<file path="src/rtl/multi_gate_lion_counter.sv">
// multi_gate_lion_counter
// Counts lions in a cage that has NUM_GATES doors. Each door has an outer and
// an inner light gate. A complete outer->inner->clear crossing is one entry
// and inner->outer->clear is one exit. Every door runs its own tracking FSM,
// and all events committed in a cycle are summed into one saturating count.
//
// Optional feature: define LION_DEBOUNCE_EN to add a per-beam stability
// filter. A beam's filtered value changes only after DEB_CYCLES consecutive
// identical synchronised samples.
//
// Ports:
//   clk          clock, all state changes on the rising edge
//   rst_n        asynchronous active-low reset
//   gate_outer   per-door outer beam broken (asynchronous input)
//   gate_inner   per-door inner beam broken (asynchronous input)
//   clr          synchronous clear of lion_count and fault
//   lion_count   registered occupancy
//   cage_full    lion_count == MAX_LIONS (decoded from the register)
//   cage_empty   lion_count == 0 (decoded from the register)
//   enter_pulse  one cycle: the count went up
//   exit_pulse   one cycle: the count went down
//   fault        sticky: a result had to be clamped to 0 or MAX_LIONS
module multi_gate_lion_counter #(
    parameter int unsigned NUM_GATES  = 2,
    parameter int unsigned CNT_W      = 4,
    parameter int unsigned MAX_LIONS  = 15,
    parameter int unsigned DEB_CYCLES = 4
) (
    input  logic                 clk,
    input  logic                 rst_n,
    input  logic [NUM_GATES-1:0] gate_outer,
    input  logic [NUM_GATES-1:0] gate_inner,
    input  logic                 clr,
    output logic [CNT_W-1:0]     lion_count,
    output logic                 cage_full,
    output logic                 cage_empty,
    output logic                 enter_pulse,
    output logic                 exit_pulse,
    output logic                 fault
);

    // Signed working width: room for the count plus up to 8 simultaneous events.
    localparam int unsigned SUM_W = CNT_W + 5;
    localparam int unsigned NB    = 2 * NUM_GATES;
    localparam logic signed [SUM_W-1:0] MAX_S = SUM_W'(MAX_LIONS);

    // Elaboration-time parameter sanity checks
    if (NUM_GATES < 1 || NUM_GATES > 8) begin : g_bad_gates
        $error("NUM_GATES out of range");
    end
    if (CNT_W < 2 || CNT_W > 8) begin : g_bad_cnt_w
        $error("CNT_W out of range");
    end
    if (MAX_LIONS > (2 ** CNT_W) - 1) begin : g_bad_max
        $error("MAX_LIONS does not fit in CNT_W");
    end
    if (DEB_CYCLES < 1) begin : g_bad_deb
        $error("DEB_CYCLES must be at least 1");
    end

    typedef enum logic [2:0] {
        S_IDLE, S_E1, S_E2, S_E3, S_X1, S_X2, S_X3
    } door_state_e;

    // Two-flop synchronisers; beams packed as {inner, outer}
    logic [NB-1:0] sync1_q, sync2_q;

    always_ff @(posedge clk or negedge rst_n) begin
        if (!rst_n) begin
            sync1_q <= '0;
            sync2_q <= '0;
        end else begin
            sync1_q <= {gate_inner, gate_outer};
            sync2_q <= sync1_q;
        end
    end

    logic [NB-1:0] beam_c;

`ifdef LION_DEBOUNCE_EN
    localparam int unsigned DEB_W = (DEB_CYCLES > 1) ? $clog2(DEB_CYCLES) : 1;

    logic [NB-1:0]    filt_q, filt_d;
    logic [DEB_W-1:0] deb_cnt_q [NB];
    logic [DEB_W-1:0] deb_cnt_d [NB];

    // The counter tracks how long the sample has disagreed with the filtered value
    always_comb begin
        filt_d = filt_q;
        for (int b = 0; b < int'(NB); b++) begin
            deb_cnt_d[b] = '0;
            if (sync2_q[b] != filt_q[b]) begin
                if (deb_cnt_q[b] == DEB_W'(DEB_CYCLES - 1)) begin
                    filt_d[b] = sync2_q[b];
                end else begin
                    deb_cnt_d[b] = deb_cnt_q[b] + DEB_W'(1);
                end
            end
        end
    end

    always_ff @(posedge clk or negedge rst_n) begin
        if (!rst_n) begin
            filt_q <= '0;
            for (int b = 0; b < int'(NB); b++) begin
                deb_cnt_q[b] <= '0;
            end
        end else begin
            filt_q <= filt_d;
            for (int b = 0; b < int'(NB); b++) begin
                deb_cnt_q[b] <= deb_cnt_d[b];
            end
        end
    end

    assign beam_c = filt_q;
`else
    assign beam_c = sync2_q;
`endif

    // Door tracking FSM transition, oi = {outer, inner}
    function automatic door_state_e door_next(input door_state_e st, input logic [1:0] oi);
        door_state_e nx;
        nx = st;
        case (st)
            S_IDLE: begin
                if (oi == 2'b10)      nx = S_E1;
                else if (oi == 2'b01) nx = S_X1;
            end
            S_E1: begin
                case (oi)
                    2'b11:   nx = S_E2;
                    2'b00:   nx = S_IDLE;
                    2'b01:   nx = S_E3;
                    default: nx = S_E1;
                endcase
            end
            S_E2: begin
                case (oi)
                    2'b01:   nx = S_E3;
                    2'b10:   nx = S_E1;
                    2'b00:   nx = S_IDLE;
                    default: nx = S_E2;
                endcase
            end
            S_E3: begin
                case (oi)
                    2'b00:   nx = S_IDLE;
                    2'b11:   nx = S_E2;
                    2'b10:   nx = S_E1;
                    default: nx = S_E3;
                endcase
            end
            S_X1: begin
                case (oi)
                    2'b11:   nx = S_X2;
                    2'b00:   nx = S_IDLE;
                    2'b10:   nx = S_X3;
                    default: nx = S_X1;
                endcase
            end
            S_X2: begin
                case (oi)
                    2'b10:   nx = S_X3;
                    2'b01:   nx = S_X1;
                    2'b00:   nx = S_IDLE;
                    default: nx = S_X2;
                endcase
            end
            S_X3: begin
                case (oi)
                    2'b00:   nx = S_IDLE;
                    2'b11:   nx = S_X2;
                    2'b01:   nx = S_X1;
                    default: nx = S_X3;
                endcase
            end
            default: nx = S_IDLE;
        endcase
        return nx;
    endfunction

    door_state_e          state_q [NUM_GATES];
    door_state_e          state_d [NUM_GATES];
    logic [NUM_GATES-1:0] ent_c, ext_c;

    // Per-door next state; an event fires on the final step back to IDLE
    always_comb begin
        for (int g = 0; g < int'(NUM_GATES); g++) begin
            state_d[g] = door_next(state_q[g], {beam_c[g], beam_c[NUM_GATES + g]});
            ent_c[g]   = (state_q[g] == S_E3) && (beam_c[g] == 1'b0) && (beam_c[NUM_GATES + g] == 1'b0);
            ext_c[g]   = (state_q[g] == S_X3) && (beam_c[g] == 1'b0) && (beam_c[NUM_GATES + g] == 1'b0);
        end
    end

    always_ff @(posedge clk or negedge rst_n) begin
        if (!rst_n) begin
            for (int g = 0; g < int'(NUM_GATES); g++) begin
                state_q[g] <= S_IDLE;
            end
        end else begin
            for (int g = 0; g < int'(NUM_GATES); g++) begin
                state_q[g] <= state_d[g];
            end
        end
    end

    logic [CNT_W-1:0]        lion_count_q, lion_count_d;
    logic                    fault_q, fault_d;
    logic                    enter_pulse_q, enter_pulse_d;
    logic                    exit_pulse_q, exit_pulse_d;
    logic [SUM_W-1:0]        n_ent_c, n_ext_c;
    logic signed [SUM_W-1:0] sum_c;
    logic [CNT_W-1:0]        clamp_c;
    logic                    sat_c;

    // Net change across all doors, clamped to [0, MAX_LIONS] without wrapping
    always_comb begin
        n_ent_c = '0;
        n_ext_c = '0;
        for (int g = 0; g < int'(NUM_GATES); g++) begin
            n_ent_c = n_ent_c + SUM_W'(ent_c[g]);
            n_ext_c = n_ext_c + SUM_W'(ext_c[g]);
        end
        sum_c = $signed(SUM_W'(lion_count_q)) + $signed(n_ent_c) - $signed(n_ext_c);

        sat_c   = 1'b0;
        clamp_c = sum_c[CNT_W-1:0];
        if (sum_c[SUM_W-1]) begin
            sat_c   = 1'b1;
            clamp_c = '0;
        end else if (sum_c > MAX_S) begin
            sat_c   = 1'b1;
            clamp_c = CNT_W'(MAX_LIONS);
        end

        lion_count_d  = clamp_c;
        fault_d       = fault_q | sat_c;
        enter_pulse_d = (clamp_c > lion_count_q);
        exit_pulse_d  = (clamp_c < lion_count_q);
        if (clr) begin
            lion_count_d  = '0;
            fault_d       = 1'b0;
            enter_pulse_d = 1'b0;
            exit_pulse_d  = 1'b0;
        end
    end

    always_ff @(posedge clk or negedge rst_n) begin
        if (!rst_n) begin
            lion_count_q  <= '0;
            fault_q       <= 1'b0;
            enter_pulse_q <= 1'b0;
            exit_pulse_q  <= 1'b0;
        end else begin
            lion_count_q  <= lion_count_d;
            fault_q       <= fault_d;
            enter_pulse_q <= enter_pulse_d;
            exit_pulse_q  <= exit_pulse_d;
        end
    end

    assign lion_count  = lion_count_q;
    assign fault       = fault_q;
    assign enter_pulse = enter_pulse_q;
    assign exit_pulse  = exit_pulse_q;
    assign cage_full   = (lion_count_q == CNT_W'(MAX_LIONS));
    assign cage_empty  = (lion_count_q == '0);

endmodule

</file>
<file path="config.mk">
export PLATFORM = sky130hd
export DESIGN_NAME = multi_gate_lion_counter
export DESIGN_NICKNAME = d
export VERILOG_FILES = /design/src/rtl/multi_gate_lion_counter.sv
export SDC_FILE = /design/constraint.sdc
export NUM_CORES = 1
export LEC_CHECK = 0
export CELL_PAD_IN_SITES_DETAIL_PLACEMENT = 0
export CELL_PAD_IN_SITES_GLOBAL_PLACEMENT = 1
export CORE_MARGIN = 3
export CORE_UTILIZATION = 47
export CTS_CLUSTER_DIAMETER = 60
export CTS_CLUSTER_SIZE = 8
export DETAILED_ROUTE_END_ITERATION = 6
export HOLD_SLACK_MARGIN = 0.15
export PLACE_DENSITY_LB_ADDON = 0.05
export SLEW_MARGIN = 20
export SYNTH_ARGS = -nofsm -noshare
export SYNTH_HDL_FRONTEND = slang
export SYNTH_SLANG_ARGS = --single-unit
export TNS_END_PERCENT = 30
</file>
<file path="constraint.sdc">
create_clock -name clk -period 6.1 [get_ports clk]
set_input_delay 0.61 -clock clk [delete_from_list [all_inputs] [get_ports clk]]
set_output_delay 0.61 -clock clk [all_outputs]
set_load 0.02 [all_outputs]
</file>
==> results of run 1 <==
-- worst paths after layout --
check | start | end | depth (start not counted)
setup / recovery | beam_c[3]$_DFF_PN0_ | enter_pulse$_DFF_PN0_ | 11
hold / removal | sync1_q[0]$_DFF_PN0_ | beam_c[0]$_DFF_PN0_ | 0
setup reg to reg | beam_c[3]$_DFF_PN0_ | enter_pulse$_DFF_PN0_ | 11
hold reg to reg | sync1_q[0]$_DFF_PN0_ | beam_c[0]$_DFF_PN0_ | 0
max in group asynchronous | rst_n | lion_count[3]$_DFF_PN0_ | 1
min in group asynchronous | rst_n | state_q[4]$_DFFE_PN0P_ | 1
-- worst max-delay path, cell delays in order, from the launching register on --
cell and delay [ps]:
dfrtp_1 460, nor4_1 450, fa_1 490, fa_1 390, inv_1 60, ha_1 250, fa_1 480, nor4_1 360
nor3_1 110, ha_1 310, o211a_1 130, o21a_1 180
-- stage by stage --
stage / power (uW) / utilization, % / std cells / worst slack (ps) / instance area (um^2)
floorplan: 550 / - / 125 / 2590 / 1350
global placement: 669 / 58.8 / 169 / 2420 / 1540
detailed placement: 673 / 58.8 / 169 / 2330 / 1540
CTS: 750 / 59.9 / 173 / 2330 / 1570
global route: 818 / 59.9 / 173 / 2060 / 1570
finish: 745 / 59.9 / 173 / 2330 / 1570
-- state kept, by name (all words and copies together) (netlist names) --
name,flops
state_q,6
beam_c,4
lion_count,4
sync1_q,4
enter_pulse,1
exit_pulse,1
fault,1
-- where the power goes --
group	switching (uW)	internal (uW)
Sequential	53.5	181
Combinational	232	208
Clock	45.6	25.0
-- placed cells by master (no fill, tap or decap), types with 2 or more instances in the layout --
master and instances:
nor3_1 6, a21o_1 2, and3_1 2, clkbuf_4 3
nor2b_1 3, a31oi_1 2, o22ai_1 2, xnor2_1 2
ha_1 22, nand2b_1 2, clkdlybuf4s50_1 15, nand3b_1 4
fa_1 3, nor4_1 3, nand2_1 5, o21ai_0 5
dfrtp_1 21, nor2_1 4, nand3_1 3, inv_1 12
a211oi_1 3
-- routing by layer --
layer  wire length [um]  vias to the layer above  global-route usage (%)
met1               1240                      481                    22.1
met4                 26                        0                    5.06
li1                   -                      484                       -
met5                  0                        -                       0
met2               1090                       18                    25.9
met3                 89                        4                    4.14
-- area by class of cell --
| type | count | share of cell area, % |
|---|---|---|
| tap | 30 | 2.40 |
| timing repair buffer | 15 | 9.59 |
| clock buffer | 3 | 1.44 |
| inverter | 12 | 2.88 |
| clock inverter | 1 | 0.480 |
| sequential | 21 | 33.6 |
| multi-input combinational | 91 | 49.6 |
-- kinds of logic after synthesis --
kind of cell,after synthesis
xor+xnor,3
flops,21
buf+inv,13
mux,1
compound gates,24
simple gates,38
fa+ha+maj,25
==> reports/summary.txt, run 1 <==
Outcome -> completed
Commonest cells post-synth -> ha_1 (22), dfrtp_1 (21), inv_1 (12)
Io pins -> 16
Largest net degree at the start of global routing -> 22
Multi-input gate area -> 777 um^2
Unrepaired setup endpoints after global routing -> false
Fillers -> 216
Main combinational cell family by area after synthesis -> adder cells
Cell Rows -> 18
Vias in the first global route -> 1044
Chip height -> 59.6 um
Total clock sinks -> 21
TNS Setup -> 0 ps
Initial antenna violation count -> 0
Ant. Diodes -> 0
Actual slew at the worst max-slew pin -> 932 ps
#FFs+latches synth -> 21
Starting Density -> 51.8%
Routed Wire Length -> 2440 um
Mux contribution to synthesized area -> 0.740%
Clock root buffer -> clkbuf_4
Top-count cell post-synth -> ha_1
Post-synthesis xor/xnor area fraction -> 1.94%
Ratio of cells with drive above 1 in the final layout -> 5.59%
Layout Nets -> 176
Count of pins over their slew limit -> 0
Die width -> 59.6 um
Gate Count Post-Synth -> 125
Core area -> 2610 um^2
Clk_lat worst skew -> 310 ps
Hold Vio Cnt, Final -> 0
Clock Tree Buf Depth -> 2
Leak -> 0.000726 uW
Via count -> 987
Asr flop ratio synth -> 100%
Unique masters post-synth -> 38
DP Wirelength -> 1870 um
Antenna viol nets, final -> 0
Total track usage -> 16.4%
Setup Buffers After CTS -> 0
Synth area leader -> dfrtp_1
TritonRoute pass-1 iters -> 4
Simple-gate portion of the synthesized area -> 16.0%
Min cycle time layout -> 3770 ps
Tcrit/Tclk final -> 61.8%
# Max-Cap Violations -> 0
Drt wl/cell -> 14.1 um
GRT overflow -> 0
Post-synth EDFFs -> 0
Clock skew -> 1.37 ps
Worst Hold Class -> reg -> reg
Pwr dens -> 476 nW/um^2
Synth Area in Adders -> 24.8%
Max FO, Critical Path -> 6
Clk pin slew, worst setup/hold paths -> 120 ps
Via density -> 5.71
Worst EP required -> 6320 ps
Top FF cell, synth -> dfrtp_1
Syn-to-layout area delta -> 15.7%
Top cell type's share of synthesized area -> 38.9%
Post-CTS Hold Buffers -> 0
Seq/Total Area, Yosys -> 38.9%
Kind of critical path -> reg -> reg
Die area -> 3560 um^2
DRC viols -> 0
Setup violators final -> 0
I/O Buffers -> 15
Crit. End Element -> register
H-Tree Depth -> 1
Netlist Area Pre-Place -> 1350 um^2
Mapped Nets -> 157
Worst vdd ir -> 0.458 mV
1st-iter DRT viols -> 37
Register area -> 526 um^2
First-pass GRT wire length -> 4470 um
Worst R2R Setup Slack -> 2330 ps
Synthesis Warnings -> 0
Synth top area cells -> dfrtp_1 (39%), ha_1 (20%), fa_1 (4.4%)
Data arrival, critical path -> 3990 ps
Compound-Gate Fraction of Synth Area -> 14.0%
TritonCTS clock tree -> built
Post_cts resized -> 0
Avg Cell Area, Syn -> 10.8 um^2
Slew headroom -> 37.6%
GPL Wtd Cong -> 0.870
Startpoint Class -> register
Number of CTS-inserted buffers -> 3
Fin Hold WS -> 365 ps
Fmax -> 265 MHz
(Power assumes the default switching activity.)
==> run 2, diff against run 1 <==
- CORE_UTILIZATION: 47 -> 39
- clock period: 6.1 -> 3.2 ns (I/O delays scaled with it)
==> reports/summary.txt, run 2 (synthesis gave the netlist of run 1 again) <==
Outcome -> finished, violations left
Violated checks -> negative setup slack
Path depth of the worst reg2reg path -> 11
Fin Hold WS -> 364 ps
Startpoint Class -> register
Clk_lat worst skew -> 310 ps
Starting Density -> 42.6%
Min cycle time layout -> 3290 ps
Clock skew -> 5.56 ps
H-Tree Depth -> 1
Count of pins over their slew limit -> 0
Clock root buffer -> clkbuf_4
Vias in the first global route -> 1107
Number of CTS-inserted buffers -> 3
Io pins -> 16
Setup violators final -> 1
Routed Wire Length -> 2900 um
Hold Vio Cnt, Final -> 0
Total clock sinks -> 21
DP Wirelength -> 2280 um
Unrepaired setup endpoints after global routing -> true
I/O Buffers -> 15
Layout Nets -> 197
Core area -> 3180 um^2
Data arrival, critical path -> 3500 ps
Chip height -> 64.9 um
Drt wl/cell -> 13.9 um
Actual slew at the worst max-slew pin -> 931 ps
Leak -> 0.000842 uW
Via density -> 5.15
# Max-Cap Violations -> 0
1st-iter DRT viols -> 80
TritonCTS clock tree -> built
DRC viols -> 0
TNS Setup -> -85.6 ps
Worst EP required -> 3420 ps
Crit. End Element -> register
First-pass GRT wire length -> 5000 um
Syn-to-layout area delta -> 35.1%
Via count -> 1072
Post-CTS Hold Buffers -> 0
Pwr dens -> 942 nW/um^2
Total track usage -> 15.3%
Most frequent cells in the layout -> ha_1 (21), dfrtp_1 (21), buf_4 (21), clkdlybuf4s50_1 (15), inv_1 (11)
Initial antenna violation count -> 0
GRT overflow -> 0
Die width -> 64.9 um
Area post-placement -> 1750 um^2
Clk pin slew, worst setup/hold paths -> 130 ps
GPL Wtd Cong -> 0.823
Worst Hold Class -> reg -> reg
Cell Rows -> 20
Cell area after layout -> 1830 um^2
Largest net degree at the start of global routing -> 22
Reg with most FFs -> state_q
Worst hold path depth -> 0
Kind of critical path -> reg -> reg
Worst vdd ir -> 0.563 mV
Max FO, Critical Path -> 3
Number of flip-flops in the largest register -> 6
Ant. Diodes -> 0
Fmax -> 304 MHz
Clock Tree Buf Depth -> 2
Die area -> 4210 um^2
Ratio of cells with drive above 1 in the final layout -> 26.2%
Fillers -> 290
Antenna viol nets, final -> 0
TritonRoute pass-1 iters -> 4
Final worst slack -> -85.6 ps
Tcrit/Tclk final -> 103%
Setup Buffers After CTS -> 0
Slew headroom -> 37.7%
[run 2: cell count changes in the layout (fill, tap and decap cells not counted), moves of 3 or more]
cell | previous run | this run
buf_4 | 0 | 21
a211oi_1 | 3 | 0
a211oi_2 | 0 | 3
nor4_1 | 3 | 0
[run 2: final timing paths]
| path | to | startpoint | slack, ps |
|---|---|---|---|
| max | enter_pulse$_DFF_PN0_ | beam_c[3]$_DFF_PN0_ | -90 |
| min | beam_c[3]$_DFF_PN0_ | sync1_q[3]$_DFF_PN0_ | 360 |
| max reg2reg | enter_pulse$_DFF_PN0_ | beam_c[3]$_DFF_PN0_ | -90 |
| min reg2reg | beam_c[3]$_DFF_PN0_ | sync1_q[3]$_DFF_PN0_ | 360 |
| max in group asynchronous | state_q[0]$_DFFE_PN0P_ | rst_n | 2120 |
| min in group asynchronous | lion_count[2]$_DFF_PN0_ | rst_n | 520 |
[run 2: timing repair]
action | 4_1_cts | 5_1_grt
resized for setup | 4 | 4
pin swaps | 1 | 1
gates cloned | 0 | 0
hold endpoints to repair | 0 | 0
setup endpoints to repair | 2 | 2
[run 2: final cells by class]
| type | count | area, um^2 | share of cell area [%] |
|---|---|---|---|
| repair buffers | 36 | 308 | 16.8 |
| clock buffers | 3 | 22.5 | 1.23 |
| multi-input cells | 91 | 866 | 47.4 |
| inverters | 12 | 45.0 | 2.47 |
| flip-flops and latches | 21 | 526 | 28.8 |
| clock inverters | 1 | 5.00 | 0.274 |
| well taps | 44 | 55.1 | 3.01 |
[run 2: per-stage QoR]
step	worst slack [ps]	util [%]	instances	power [uW]
final	-85.6	57.5	208	1720
after global routing	-186	57.5	208	1870
after CTS	-106	56.9	208	1700
after detailed placement	-145	55.2	204	1520
after global placement	-124	55.2	204	1500
after floorplan	2.38	-	125	1090
[run 2: metal layers]
layer	global-route usage [%]	share of wire, %	wire (um)
met2	26.3	50	1460
met5	0	0	0
met1	19.0	44	1270
met3	4.51	5.2	150
met4	3.17	0.69	20
[run 2: worst max-delay path, cell delays in order, from the launching register on]
cell      delay (ps)
dfrtp_1          440
nor4_4           300
fa_1             470
fa_2             350
inv_2             80
ha_4             160
fa_2             480
a211oi_2         210
nor3_1            70
ha_1             300
o211a_1          140
o21a_1           190
[run 2: power breakdown]
part           total [uW]  internal (uW)  switching (uW)  leakage (uW)
combinational        1170            590             581      0.000566
sequential            414            345            69.8      0.000259
clock                 134           46.7            87.6     0.0000177
total                1720            982             739      0.000842
==> run 3, diff against run 2 <==
- CORE_UTILIZATION: 39 -> 47
- clock period: 3.2 -> 4.2 ns (I/O delays scaled with it)
==> results of run 3 <==
The final DEF is identical to that of run 1. Status: completed.
Main changes from that run: setup slack after placement 2330 ps -> 432 ps; setup slack after layout 2330 ps -> 431 ps; register-to-register setup slack 2330 ps -> 430 ps; total power 745 uW -> 1080 uW; worst IR drop on VDD 0.458 mV -> 0.665 mV
